===== config.mk =====
export PLATFORM = sky130hd
export DESIGN_NAME = clk_period_meter
export DESIGN_NICKNAME = d
export VERILOG_FILES = /design/src/rtl/clk_period_meter_pkg.sv /design/src/rtl/clk_period_meter_sync.sv /design/src/rtl/clk_period_meter.sv
export SDC_FILE = /design/constraint.sdc
export NUM_CORES = 1
export LEC_CHECK = 0
export CORE_UTILIZATION = 50
export CTS_BUF_LIST = sky130_fd_sc_hd__clkbuf_4 sky130_fd_sc_hd__clkbuf_8
export DETAILED_ROUTE_END_ITERATION = 10
export PLACE_DENSITY = 0.72
export SLEW_MARGIN = 20
export SYNTH_ARGS = -nofsm -noshare
export SYNTH_HDL_FRONTEND = slang
export SYNTH_HIERARCHICAL = 1
export SYNTH_SLANG_ARGS = --single-unit

===== constraint.sdc =====
create_clock -name clk_in -period 2.06 [get_ports clk_in]
set_input_delay 0.309 -clock clk_in [delete_from_list [all_inputs] [get_ports clk_in]]
set_output_delay 0.309 -clock clk_in [all_outputs]
set_load 0.02 [all_outputs]

===== src/rtl/clk_period_meter_pkg.sv =====
`default_nettype none
// ============================================================================
// Package     : clk_meter_pkg
// Description : Shared types and constants for the clock period meter
//               (FSM state encoding, default counter width, helpers).
// Revision    : 1.0 - initial release
// ============================================================================
package clk_meter_pkg;

  // Default width of the period / high-time counters and outputs.
  localparam int METER_WIDTH = 28;

  // Measurement FSM states.
  typedef enum logic [1:0] {
    IDLE    = 2'd0,
    MEASURE = 2'd1,
    STALLED = 2'd2
  } meter_state_t;

  // A new measurement locks only when a previous one exists in the current
  // history and both periods are identical.
  function automatic logic lock_decision(input logic have_history,
                                         input logic periods_equal);
    return have_history & periods_equal;
  endfunction

endpackage : clk_meter_pkg
`default_nettype wire


===== src/rtl/clk_period_meter_sync.sv =====
`default_nettype none
// ============================================================================
// Module      : sync_edge_detect
// Description : Two-flop synchroniser for an asynchronous slow signal, plus
//               one delay stage used to detect rising edges of the
//               synchronised level.
// Revision    : 1.0 - initial release
// ============================================================================
module sync_edge_detect (
  input  logic clk_in,
  input  logic reset,
  input  logic async_in,
  output logic sync_out,
  output logic rise
);

  logic s1_q;
  logic s2_q;
  logic s3_q;

  // Synchroniser chain (s1, s2) followed by one delay stage (s3).
  always_ff @(posedge clk_in) begin
    if (reset) begin
      s1_q <= 1'b0;
      s2_q <= 1'b0;
      s3_q <= 1'b0;
    end else begin
      s1_q <= async_in;
      s2_q <= s1_q;
      s3_q <= s2_q;
    end
  end

  // s2 is the first metastability-safe copy; a rise is s2 high while s3 low.
  assign sync_out = s2_q;
  assign rise     = s2_q & ~s3_q;

endmodule : sync_edge_detect
`default_nettype wire


===== src/rtl/clk_period_meter.sv =====
`default_nettype none
// ============================================================================
// Module      : clk_period_meter
// Description : Fast-domain monitor for a slow clock / square wave. Emits a
//               tick per rising edge, measures period and high time in clk_in
//               cycles, flags loss of signal (timeout) and a stable period
//               (locked).
// Revision    : 1.0 - initial release
// ============================================================================
module clk_period_meter
  import clk_meter_pkg::*;
#(
  parameter int               WIDTH   = METER_WIDTH,
  parameter logic [WIDTH-1:0] TIMEOUT = WIDTH'(100000000)
) (
  input  logic             clk_in,
  input  logic             reset,
  input  logic             sig_in,
  input  logic             clear,
  output logic             rise_tick,
  output logic [WIDTH-1:0] period_out,
  output logic [WIDTH-1:0] high_out,
  output logic             period_valid,
  output logic             timeout,
  output logic             locked
);

  localparam logic [WIDTH-1:0] C_ONE  = WIDTH'(1);
  localparam logic [WIDTH-1:0] C_ZERO = '0;

  // --------------------------------------------------------------------------
  // Synchronised input and edge detection
  // --------------------------------------------------------------------------
  logic sig_sync;
  logic sig_rise;

  sync_edge_detect u_sync (
    .clk_in   (clk_in),
    .reset    (reset),
    .async_in (sig_in),
    .sync_out (sig_sync),
    .rise     (sig_rise)
  );

  // --------------------------------------------------------------------------
  // State, counters and output registers
  // --------------------------------------------------------------------------
  meter_state_t     state_q,  state_d;
  logic [WIDTH-1:0] cnt_q,    cnt_d;
  logic [WIDTH-1:0] hi_cnt_q, hi_cnt_d;
  logic [WIDTH-1:0] period_q, period_d;
  logic [WIDTH-1:0] high_q,   high_d;
  logic             tick_q,   tick_d;
  logic             valid_q,  valid_d;
  logic             tmo_q,    tmo_d;
  logic             locked_q, locked_d;
  logic             hist_q,   hist_d;   // a previous period exists to compare against

  // Next-state logic: clear overrides any edge seen in the same cycle.
  always_comb begin
    state_d  = state_q;
    cnt_d    = cnt_q;
    hi_cnt_d = hi_cnt_q;
    period_d = period_q;
    high_d   = high_q;
    tick_d   = sig_rise;
    valid_d  = 1'b0;
    tmo_d    = tmo_q;
    locked_d = locked_q;
    hist_d   = hist_q;

    if (clear) begin
      state_d  = IDLE;
      cnt_d    = C_ZERO;
      hi_cnt_d = C_ZERO;
      period_d = C_ZERO;
      high_d   = C_ZERO;
      tick_d   = 1'b0;
      tmo_d    = 1'b0;
      locked_d = 1'b0;
      hist_d   = 1'b0;
    end else begin
      case (state_q)
        IDLE: begin
          // First edge only starts a measurement; nothing to report yet.
          if (sig_rise) begin
            state_d  = MEASURE;
            cnt_d    = C_ONE;
            hi_cnt_d = C_ONE;
          end
        end

        MEASURE: begin
          if (sig_rise) begin
            // Edge closes the running period; the edge cycle itself is the
            // first (high) cycle of the next one. An edge landing exactly on
            // the timeout count still counts as a valid period.
            period_d = cnt_q;
            high_d   = hi_cnt_q;
            valid_d  = 1'b1;
            locked_d = lock_decision(hist_q, cnt_q == period_q);
            hist_d   = 1'b1;
            cnt_d    = C_ONE;
            hi_cnt_d = C_ONE;
          end else if (cnt_q == TIMEOUT) begin
            // Signal lost: freeze counters, keep last measurement visible,
            // forget history so the next period cannot lock immediately.
            state_d  = STALLED;
            tmo_d    = 1'b1;
            locked_d = 1'b0;
            hist_d   = 1'b0;
          end else begin
            cnt_d    = cnt_q + C_ONE;
            hi_cnt_d = hi_cnt_q + WIDTH'(sig_sync);
          end
        end

        STALLED: begin
          // Recovery edge restarts counting but produces no measurement.
          if (sig_rise) begin
            state_d  = MEASURE;
            cnt_d    = C_ONE;
            hi_cnt_d = C_ONE;
            tmo_d    = 1'b0;
          end
        end

        default: begin
          state_d = IDLE;
        end
      endcase
    end
  end

  // State and output registers with synchronous reset.
  always_ff @(posedge clk_in) begin
    if (reset) begin
      state_q  <= IDLE;
      cnt_q    <= C_ZERO;
      hi_cnt_q <= C_ZERO;
      period_q <= C_ZERO;
      high_q   <= C_ZERO;
      tick_q   <= 1'b0;
      valid_q  <= 1'b0;
      tmo_q    <= 1'b0;
      locked_q <= 1'b0;
      hist_q   <= 1'b0;
    end else begin
      state_q  <= state_d;
      cnt_q    <= cnt_d;
      hi_cnt_q <= hi_cnt_d;
      period_q <= period_d;
      high_q   <= high_d;
      tick_q   <= tick_d;
      valid_q  <= valid_d;
      tmo_q    <= tmo_d;
      locked_q <= locked_d;
      hist_q   <= hist_d;
    end
  end

  assign rise_tick    = tick_q;
  assign period_out   = period_q;
  assign high_out     = high_q;
  assign period_valid = valid_q;
  assign timeout      = tmo_q;
  assign locked       = locked_q;

endmodule : clk_period_meter
`default_nettype wire


==> run summary, run 1 <==
Vias per Instance = 5.72
Area leader, netlist = dfxtp_1
Largest net degree at the start of global routing = 58
Max-cap viol count = 0
NumNets Final = 809
Tcrit/Tclk final = 96.4%
# IOs = 64
GR Util All Layers = 27.8%
Final setup margin = 73.2 ps
Die Area = 11,900 um^2
Worst-Margin Slew = 575 ps
Hold Path Class = input pin to register
Syn Inst Count = 707
WHS = 411 ps
Yosys warning count = 6
Setup TNS Final = 0 ps
Fill count = 937
Cell Area, Synth = 5730 um^2
Cell count after placement = 915
Hold Vio Cnt, Final = 0
First-pass GRT wire length = 25,100 um
Antenna violations before repair = 0
DRC viols = 0
Clock Sink Count = 122
Drt pass-1 iters = 5
Global route overflow = 0
CP Launch Type = register
Unrepaired setup endpoints after global routing = true
Layout area overhead = 26.7%
DR iter-0 viols = 437
Layout cell share with drive strength beyond 1 = 16.7%
GPL Wtd Cong = 0.912
Post-DP Area = 6710 um^2
Avg Inst Size Synth = 8.11 um^2
FP Rows = 38
Top_reg_cell synth = dfxtp_1
Total CTS buffers = 17
Clk_skew = 12.3 ps
CTS tree = built
Initial Util = 52.2%
Top post-synthesis cells by area = dfxtp_1, nand2_1, a21oi_1
Post-DP HPWL = 10,900 um
WL/cell = 16.4 um
Post-synth EDFFs = 0
Final setup viols = 0
Max rail drop VDD = 0.418 mV
Max Fclk = 0.503 GHz
Fin area = 7260 um^2
Yosys top cell area share = 42.6%
PortBufs = 63
Post-Syn Nets = 715
DR vias = 5,455
Commonest cells post-synth = nand2_1, dfxtp_1, a21oi_1, xnor2_1, nor2_1
Count leader, synth = nand2_1
Crit-path max FO = 6
Count of state elements after synthesis = 122
# hold bufs at CTS = 0
Pwr/cell area = 635 nW/um^2
Number of global-route vias before repair = 5,045
Clk root buf = clkbuf_8
Worst-path clk slew = 70 ps
Critical Path AT = 2380 ps
Synth cell types = 62
Status = finished, final reports clean
Drt total wl = 15,600 um
Worst slack, placed = -36.7 ps
Post-synth ARST share = 0%
N_diodes = 0
Normalized max-slew margin = 61.7%
Critical path class = register to register
CP Data Required Time = 2460 ps
Critical path endpoint category = register
Largest buffer count on any clock path = 2
Clock latency on the worst-skew pair = 460 ps
Chip width = 109 um
Static Leak = 2.41 nW
Core area = 11,000 um^2
Die height = 109 um
Power, Total = 4.61 mW
Fin crit period = 1990 ps
Antenna Nets Post-Route = 0
H-tree level count = 4
Seq/Total Area, Yosys = 42.6%
Core Util, Final = 66.1%
Non-filler instance count after layout = 953
Final Max Tran Viols = 0
sequential cells by signal, indices dropped and copies added, names as in the netlist:
signal / flops
hist_q: 1
state_q: 2
u_sync/sync_out: 1
period_valid: 1
u_sync/s1_q: 1
cnt_q: 28
period_out: 28
high_out: 28
locked: 1
rise_tick: 1
u_sync/s3_q: 1
timeout: 1
hi_cnt_q: 28
cells by family after synthesis:
| group | Yosys count | synth area share (%) |
|---|---|---|
| simple gates | 319 | 29.0 |
| xor+xnor | 33 | 5.04 |
| fa+ha+maj | 4 | 0.873 |
| buf+inv | 62 | 5.50 |
| mux | 1 | 0.175 |
| flops | 122 | 42.6 |
| compound gates | 166 | 16.8 |
layout by cell type, fill, tap and decap left out, types with 5 or more instances in the layout:
master	count
o21ai_0	12
a21oi_1	99
or3_1	15
o31ai_1	12
clkbuf_8	19
inv_1	7
nand2b_1	5
nand3_1	21
nor2_1	28
nand2_1	149
nor4_1	5
clkdlybuf4s50_1	63
nor2b_1	7
a31oi_1	6
and3_1	5
or4_1	12
xnor2_1	29
dfxtp_1	117
and2_1	5
clkinv_2	8
buf_4	64
nand4_1	27
o21ai_1	8
critical path, cell delays in order (launching register included):
cell and delay [ps]:
dfxtp_2 360, inv_1 50, ha_1 200, nor3b_1 160
and4_2 280, a21o_1 180, buf_4 170, or4_1 460
nand2_1 70
area by class of cell:
class	count	area, um^2	share of cell area (%)
clock buffers	21	277	3.81
repair buffers	130	1150	15.9
well taps	140	175	2.41
clock inverters	10	100	1.38
flip-flops and latches	122	2450	33.8
inverters	7	26.3	0.362
multi-input cells	523	3080	42.4
repair_timing:
item,CTS,global route
resized for setup,1,29
setup endpoints to repair,3,25
buffers inserted,0,7
pin swaps,0,8
per-layer routing:
| layer | vias up | wire, um | global-route usage (%) | share of wire (%) |
|---|---|---|---|---|
| met5 | - | 0 | 0 | 0 |
| met4 | 0 | 344 | 12.7 | 2.2 |
| met3 | 29 | 794 | 6.16 | 5.1 |
| met2 | 141 | 7360 | 42.9 | 47 |
| met1 | 2595 | 7120 | 36.8 | 46 |
| li1 | 2690 | - | - | - |
power by group:
group          switching [mW]  leakage [nW]  internal, mW
Clock                   0.952         0.205          1.14
Combinational           0.105          1.22        0.0486
Sequential            0.00414         0.986          2.36
Total                    1.06          2.41          3.55
path summary, 6_finish.rpt:
kind                     startpoint                         end  cells after the start  slack (ps)
max           cnt_q[1]$_SDFFE_PP0P_   hi_cnt_q[26]$_SDFFE_PP0P_                      8          70
min reg2reg  u_sync/s1_q$_SDFF_PP0_  u_sync/sync_out$_SDFF_PP0_                      1         430
max reg2reg   cnt_q[1]$_SDFFE_PP0P_   hi_cnt_q[26]$_SDFFE_PP0P_                      8          70
min                          sig_in      u_sync/s1_q$_SDFF_PP0_                      2         410
(Power assumes the default switching activity.)
==> run 2, diff against run 1 <==
--- a/config.mk
+++ b/config.mk
@@ -9,7 +9,7 @@
 export CTS_BUF_LIST = sky130_fd_sc_hd__clkbuf_4 sky130_fd_sc_hd__clkbuf_8
 export DETAILED_ROUTE_END_ITERATION = 10
 export PLACE_DENSITY = 0.72
-export SLEW_MARGIN = 20
+export SLEW_MARGIN = 25
 export SYNTH_ARGS = -nofsm -noshare
 export SYNTH_HDL_FRONTEND = slang
 export SYNTH_HIERARCHICAL = 1
==> results of run 2 <==
No change in the layout: final DEF, timing and power equal those of run 1.
